$ cat src/rtl/pc_sequencer_if.sv
// pc_sequencer_if
//   Groups the control inputs and fetch-address outputs of pc_sequencer.
//   master : the controller side that drives start/stall/branch/halt and
//            observes pc, pc_valid, state, trap and fetch_count.
//   slave  : the sequencer side.
//   clk and reset stay as plain ports on the sequencer.
interface pc_sequencer_if;
    logic        start;
    logic        stall;
    logic        branch_valid;
    logic [31:0] branch_target;
    logic        halt_req;
    logic [31:0] pc;
    logic        pc_valid;
    logic [1:0]  state;
    logic        trap;
    logic [15:0] fetch_count;

    modport master (
        output start, stall, branch_valid, branch_target, halt_req,
        input  pc, pc_valid, state, trap, fetch_count
    );

    modport slave (
        input  start, stall, branch_valid, branch_target, halt_req,
        output pc, pc_valid, state, trap, fetch_count
    );
endinterface

$ cat src/rtl/pc_sequencer.sv
// pc_sequencer
//   Program-counter sequencer with IDLE / RUN / HALTED / TRAP states.
//   Ports:
//     clk    rising-edge clock
//     reset  synchronous, active-high reset (wins over everything)
//     bus    pc_sequencer_if.slave
//              in : start, stall, branch_valid, branch_target[31:0], halt_req
//              out: pc[31:0], pc_valid, state[1:0], trap, fetch_count[15:0]
//   Parameters:
//     RESET_VECTOR  pc value loaded at reset
//     WRAP_ON_OVF   1: pc wraps to 0 past the top of the space, 0: trap

// Adds 4 to a 32-bit address; overflow is the carry out of bit 31.
module inc4_32 (
    input  logic [31:0] a,
    output logic [31:0] s,
    output logic        overflow
);
    assign {overflow, s} = {1'b0, a} + 33'd4;
endmodule

module pc_sequencer #(
    parameter logic [31:0] RESET_VECTOR = 32'h0000_0000,
    parameter bit          WRAP_ON_OVF  = 1'b0
) (
    input  logic           clk,
    input  logic           reset,
    pc_sequencer_if.slave  bus
);
    typedef enum logic [1:0] {
        ST_IDLE   = 2'b00,
        ST_RUN    = 2'b01,
        ST_HALTED = 2'b10,
        ST_TRAP   = 2'b11
    } state_t;

    state_t      state_q, state_d;
    logic [31:0] pc_q, pc_d;
    logic [15:0] cnt_q, cnt_d;
    logic        pc_valid_q;
    logic        trap_q;
    logic        cnt_inc;

    logic [31:0] pc_inc;
    logic        pc_ovf;

    inc4_32 u_inc (
        .a        (pc_q),
        .s        (pc_inc),
        .overflow (pc_ovf)
    );

    always_comb begin
        state_d = state_q;
        pc_d    = pc_q;
        cnt_inc = 1'b0;
        case (state_q)
            ST_IDLE: begin
                if (bus.start) state_d = ST_RUN;
            end
            ST_RUN: begin
                // One action per cycle: halt > branch > stall > increment.
                if (bus.halt_req) begin
                    state_d = ST_HALTED;
                end else if (bus.branch_valid) begin
                    if (bus.branch_target[1:0] == 2'b00) begin
                        pc_d    = bus.branch_target;
                        cnt_inc = 1'b1;
                    end else begin
                        state_d = ST_TRAP;   // misaligned redirect, pc keeps pre-branch value
                    end
                end else if (!bus.stall) begin
                    if (pc_ovf) begin
                        if (WRAP_ON_OVF) begin
                            pc_d    = 32'h0;
                            cnt_inc = 1'b1;
                        end else begin
                            state_d = ST_TRAP;
                        end
                    end else begin
                        // A misaligned pc (from the reset vector) just keeps stepping by 4.
                        pc_d    = pc_inc;
                        cnt_inc = 1'b1;
                    end
                end
            end
            ST_HALTED: begin
                if (bus.start) state_d = ST_RUN;
            end
            default: begin
                // TRAP holds everything until reset.
                state_d = ST_TRAP;
            end
        endcase
    end

    assign cnt_d = (cnt_inc && cnt_q != 16'hFFFF) ? cnt_q + 16'd1 : cnt_q;

    always_ff @(posedge clk) begin
        if (reset) begin
            state_q    <= ST_IDLE;
            pc_q       <= RESET_VECTOR;
            cnt_q      <= 16'h0;
            pc_valid_q <= 1'b0;
            trap_q     <= 1'b0;
        end else begin
            state_q    <= state_d;
            pc_q       <= pc_d;
            cnt_q      <= cnt_d;
            // Flags are registered from the next state so they line up with state_q.
            pc_valid_q <= (state_d == ST_RUN);
            trap_q     <= (state_d == ST_TRAP);
        end
    end

    assign bus.pc          = pc_q;
    assign bus.pc_valid    = pc_valid_q;
    assign bus.state       = state_q;
    assign bus.trap        = trap_q;
    assign bus.fetch_count = cnt_q;
endmodule

$ cat src/flat_wrapper.sv
// flat-port wrapper written by rule: the top's interface ports become plain ports
module pc_sequencer_flat 
#(
    parameter logic [31:0] RESET_VECTOR = 32'h0000_0000,
    parameter bit          WRAP_ON_OVF  = 1'b0
)
  (clk, reset, bus_start, bus_stall, bus_branch_valid, bus_branch_target, bus_halt_req, bus_pc, bus_pc_valid, bus_state, bus_trap, bus_fetch_count);
  pc_sequencer_if bus_i ();
  input  logic clk;
  input  logic reset;
  input wire logic [$bits(bus_i.start)-1:0] bus_start;
  input wire logic [$bits(bus_i.stall)-1:0] bus_stall;
  input wire logic [$bits(bus_i.branch_valid)-1:0] bus_branch_valid;
  input wire logic [$bits(bus_i.branch_target)-1:0] bus_branch_target;
  input wire logic [$bits(bus_i.halt_req)-1:0] bus_halt_req;
  output wire logic [$bits(bus_i.pc)-1:0] bus_pc;
  output wire logic [$bits(bus_i.pc_valid)-1:0] bus_pc_valid;
  output wire logic [$bits(bus_i.state)-1:0] bus_state;
  output wire logic [$bits(bus_i.trap)-1:0] bus_trap;
  output wire logic [$bits(bus_i.fetch_count)-1:0] bus_fetch_count;
  assign bus_i.start = bus_start;
  assign bus_i.stall = bus_stall;
  assign bus_i.branch_valid = bus_branch_valid;
  assign bus_i.branch_target = bus_branch_target;
  assign bus_i.halt_req = bus_halt_req;
  assign bus_pc = bus_i.pc;
  assign bus_pc_valid = bus_i.pc_valid;
  assign bus_state = bus_i.state;
  assign bus_trap = bus_i.trap;
  assign bus_fetch_count = bus_i.fetch_count;
  pc_sequencer #(.RESET_VECTOR(RESET_VECTOR), .WRAP_ON_OVF(WRAP_ON_OVF)) u_core (.clk(clk), .reset(reset), .bus(bus_i));
endmodule
$ cat config.mk
export PLATFORM = sky130hd
export DESIGN_NAME = pc_sequencer_flat
export DESIGN_NICKNAME = d
export VERILOG_FILES = /design/src/rtl/pc_sequencer_if.sv /design/src/rtl/pc_sequencer.sv /design/src/flat_wrapper.sv
export SDC_FILE = /design/constraint.sdc
export NUM_CORES = 1
export LEC_CHECK = 0
export CORE_MARGIN = 5
export CORE_UTILIZATION = 48
export CTS_BUF_LIST = sky130_fd_sc_hd__clkbuf_4
export DETAILED_ROUTE_END_ITERATION = 6
export PLACE_DENSITY = 0.82
export RECOVER_POWER = 25
export SYNTH_ARGS = -nofsm -noshare
export SYNTH_HDL_FRONTEND = slang
export SYNTH_SLANG_ARGS = --single-unit
export TNS_END_PERCENT = 30
$ cat constraint.sdc
create_clock -name clk -period 2.4 [get_ports clk]
set_input_delay 0.6 -clock clk [delete_from_list [all_inputs] [get_ports clk]]
set_output_delay 0.6 -clock clk [all_outputs]
set_load 0.01 [all_outputs]
-- Word level (Yosys, flattened, before mapping)
Index checks and enable logic that the tools add are counted.
W data, S select, Z words.
- $add $sub $neg: 2
- eq/ne operators: 8
- mux-type cells: 17
- bitwise operators: 1
- reduce and logical (&&, ||, !) cells: 5
- operator list (cell ; count):
    $mux W32 ; 4
    $add A32 B3 Y33 const B ; 1
    $add A16 B1 Y16 const B ; 1
    $ne A16 B16 Y1 const B ; 1
    $mux W2 ; 6
    $mux W1 ; 6
    $reduce_and A5 Y1 ; 1
    $eq A2 B1 Y1 const B ; 2
    $eq A2 B2 Y1 const B ; 2
    $logic_not A2 Y1 ; 2
    $ne A2 B1 Y1 const B ; 2
    $pmux W2 S2 ; 1
    $ne A2 B2 Y1 const B ; 1
    $reduce_or A2 Y1 ; 1
    $logic_and A1 B1 Y1 ; 1
    $not A1 Y1 ; 1
- register bits: 52
- input bits: 38
- output and inout bits: 52

-- Logic depth before layout (Yosys ltp)
- depth after elaboration: 7
- gate-level depth with buffers: 9

-- Cells and area by module
A second synthesis with hierarchy kept.
- cell total of the unflattened synthesis: 337
- area total of the unflattened synthesis: 2994.1 um^2
- by module, submodules not included (module ; times used ; cells an instance ; area an instance (um^2) ; seq. area each (um^2)):
    pc_sequencer ; 1 ; 254 ; 2407.3 ; 1041.0
    inc4_32 ; 1 ; 83 ; 586.8 ; 0.0

-- Worst setup path before layout
Ideal clock, no wire load.
- path type: register to register
- from: reg u_core.pc_q[2] (netlist: u_core.bus.pc[2])
- to: reg u_core.pc_q[12] (netlist: u_core.bus.pc[12])
- arrival time: 2.030 ns
- data required time: 2.260 ns
- slack: 0.230 ns
- cell stages (with the launch flop): 10
- cells stage by stage: dfxtp_1 ha_1 nand3_1 nor2_1 a31oi_1 or2_1 buf_2 buf_6 a21oi_1 a211oi_2
- cells in the longest elaborated chain, start to end: 4
- elaborated cells on any way between the ends: 6
- those cells by class: 1 x add/sub; 1 x eq/ne; 3 x mux; 1 x reduce/logical
- ends and longest elaborated chain (what ; line ; RTL):
    start, declared ; pc_sequencer.sv:38 ; logic [31:0] pc_q, pc_d;
    start signal, assigned ; pc_sequencer.sv:108 ; pc_q <= pc_d;
    $add A32 B3 Y33 (*) ; pc_sequencer.sv:19 ; assign {overflow, s} = {1'b0, a} + 33'd4;
    $mux W32 ; pc_sequencer.sv:73 ; if (pc_ovf) begin
    $mux W32 ; pc_sequencer.sv:72 ; end else if (!bus.stall) begin
    $mux W32 ; pc_sequencer.sv:65 ; end else if (bus.branch_valid) begin
Every way passes the cells marked *; elsewhere a longest branch is shown, timed or not. The select of a mux whose other input is x is not followed.
A chain may end at the register's enable or synchronous reset.

-- Worst setup path after layout
- from: reg u_core.pc_q[2] (netlist: u_core.bus.pc[2])
- to: reg u_core.pc_q[5] (netlist: u_core.bus.pc[5])
The elaborated chain is that of the path after synthesis.

==> impl_metrics.tcl <==
set metrics [dict create \
    syn_area_um2 2960 \
    worstSetupStartpointType "register" \
    synth_cell_type_count 45 \
    rows 28 \
    dp.cells 546 \
    status "finished, final reports clean" \
    hold_viol 0 \
    gr-usage-all-layers_pct 23.4 \
    h-tree-depth 2 \
    cts_made_buffers 5 \
    clk_latency_ps 360 \
    synth_edf_count 0 \
    routed-via-count 3344 \
    crit_path_start "u_core.bus.pc[2]$_SDFFE_PP0P_" \
    grt_first_pass_wirelength_mm 14.8 \
    syn_inst 386 \
    clk_path_buf_depth 2 \
    cts_tree "built" \
    synth_seq_cells 52 \
    hold_buffers 0 \
    antenna_found_initial 1 \
    overflow 0 \
    period_minus_slack_ps 2190 \
    ff2ff_path_depth 9 \
    cp.required_ps 2700 \
    setup_viol 0 \
    crit_type "register to register" \
    hpwl_mm 6.50 \
    ant_nets 0 \
    synth_top_family_by_area "simple AND/OR/NAND/NOR gates" \
    r2r_end "u_core.bus.pc[5]$_SDFFE_PP0P_" \
    fillers 514 \
    synth.yosys.seq_area_share_pct 35.2 \
    drv_slew 0 \
    synthMostInstantiatedCell "dfxtp_1" \
    slew_headroom_pct 59.4 \
    drive_gt1_share_pct 9.19 \
    io_buffers 89 \
    start_util_pct 49.6 \
    avgSynthCellArea_um2 7.66 \
    core_area_um2 5960 \
    synth_compound_area_share_pct 25.7 \
    synthMuxAreaShare_pct 1.02 \
    post-cts-setup-buffer-count 0 \
    die_area_um2 7830 \
    io_pins 90 \
    critPathArrivalTime_ps 2490 \
    pre_cts_slack_ps -143 \
    yosysTopAreaCell "dfxtp_1" \
    worst_slack_ps 211 \
    die_x_um 88.5 \
    stdcell_count 555 \
    drv_cap 0 \
    ir_drop_mv 0.301 \
    routed_wl_mm 8.89 \
    synthTopCellsByCount "52 x dfxtp_1, 50 x nand2_1, 40 x a21oi_1" \
    finalClockSkew_ps 9.32 \
    multi_input_area_um2 1770 \
    synth-simple-area-share_pct 28.0 \
    cts.sinks 52 \
    period_share_pct 91.2 \
    crit_end "u_core.bus.pc[5]$_SDFFE_PP0P_" \
    first_pass_iters 6 \
    regArea_um2 1040 \
    yosys_warnings 0 \
    synth-xor-area-share_pct 4.15 \
    synthToLayoutAreaGrowth_pct 38.3 \
    power_per_cell_area_nw_per_um2 388 \
    synthArstFlopShare_pct 0 \
    synth_top_area_share_pct 35.2 \
    die_y_um 88.5 \
    wl_per_cell_um 16.0 \
    fmax_mhz 457 \
    nNetsFinal 518 \
    crit_fanout 8 \
    gp_congestion 0.849 \
    cts_resized 0 \
    drc_errors 0 \
    grt_pass1_vias 3180 \
    p_leak_nw 1.53 \
    syn-num-nets 426 \
    root_buffer "clkbuf_4" \
    synth_area_leaders "dfxtp_1 35%, a21oi_1 6.8%, nand2_1 6.3%" \
    regToRegStartpoint "u_core.bus.pc[2]$_SDFFE_PP0P_" \
    dr.first_iter.drc_count 214 \
    r2r_slack_ps 210 \
    synth_flop_cell "dfxtp_1" \
    clk_pin_slew_ps 140 \
    vias_per_cell 6.03 \
    worstMarginPinSlew_ps 603 \
    hold_class "register to register" \
    grt_max_degree 65 \
    critPathCaptureType "register" \
    grt_setup_unrepaired "false" \
    synthAdderAreaFrac_pct 0.846 \
]
-- sequential cells by signal, summed over array words and instances, names as in the netlist --
name                    flops
u_core.bus.fetch_count     16
u_core.bus.pc              32
u_core.bus.trap             1
u_core.bus.state            2
u_core.bus.pc_valid         1
-- final cells by class --
class	instances	share of cell area [%]
Tap cell	75	2.29
Timing Repair Buffer	114	26.7
Multi-Input combinational cell	300	43.2
Clock buffer	5	0.918
Clock inverter	3	0.918
Inverter	5	0.459
Sequential cell	52	25.5
Antenna cell	1	0.0612
-- worst min path at each step --
stage,to,cells after the start,slack [ps],from
finish,u_core.bus.pc[0]$_SDFFE_PP0P_,1,490,u_core.bus.pc[0]$_SDFFE_PP0P_
global route,u_core.bus.pc[1]$_SDFFE_PP0P_,1,500,u_core.bus.pc[1]$_SDFFE_PP0P_
CTS,u_core.bus.pc[0]$_SDFFE_PP0P_,1,490,u_core.bus.pc[0]$_SDFFE_PP0P_
detailed placement,u_core.bus.pc[0]$_SDFFE_PP0P_,1,470,u_core.bus.pc[0]$_SDFFE_PP0P_
global placement,u_core.bus.pc[1]$_SDFFE_PP0P_,1,470,u_core.bus.pc[1]$_SDFFE_PP0P_
floorplan,u_core.bus.pc[0]$_SDFFE_PP0P_,1,500,u_core.bus.pc[0]$_SDFFE_PP0P_
-- cells by family (layout without fill, tap and decap cells) --
logic type      Yosys count  after routing
buf+inv                  34            127
fa+ha+maj                 2              2
xor+xnor                 14             14
simple gates            164            164
other cells               0              1
flops                    52             52
compound gates          117            117
mux                       3              3
-- per-layer routing --
metal | vias to the layer above | share of wire, % | track usage [%]
met5 | - | 0 | 0
met4 | 0 | 1.6 | 8.52
met3 | 12 | 6.4 | 2.79
met2 | 139 | 50 | 39.9
met1 | 1591 | 42 | 30.4
li1 | 1602 | - | -
-- worst max-delay path: stages, from the launching register on --
cell and delay, ps:
dfxtp_1 500, ha_1 270, nand3_1 200, nor2_2 230, a31oi_1 120, buf_4 160
nor2_2 190, buf_4 190, o21ai_0 100, a21oi_1 160
-- layout by cell type, fill, tap and decap left out, types with 11 or more instances in the layout --
cell type	synthesis	routed
xor2_1	14	14
and3_1	12	12
dlygate4sd3_1	0	23
buf_4	0	22
a31oi_1	11	11
clkdlybuf4s50_1	0	64
a21oi_1	40	40
dfxtp_1	52	52
o21ai_0	28	28
o31ai_1	12	12
nand3_1	21	21
nand4_1	16	16
nor2_1	33	32
nand2_1	50	50
-- power breakdown --
part	switching [mW]	total [mW]	internal, mW
registers	0.0133	0.889	0.875
clock network	0.264	0.477	0.213
logic	0.103	0.219	0.116
-- metrics by stage --
stage / setup TNS [ps] / area [µm²] / utilization, % / power [mW] / hold slack (ps)
3_3_place_gp: -51.8 / 4010 / 67.4 / 1.12 / 467
3_5_place_dp: -2440 / 4010 / 67.4 / 1.13 / 469
6_report: 0 / 4090 / 68.7 / 1.58 / 486
2_1_floorplan: 0 / 2960 / - / 1.01 / 502
4_1_cts: 0 / 4090 / 68.6 / 1.59 / 491
5_1_grt: 0 / 4090 / 68.7 / 1.65 / 504
Power figures use the tool's default switching activity.
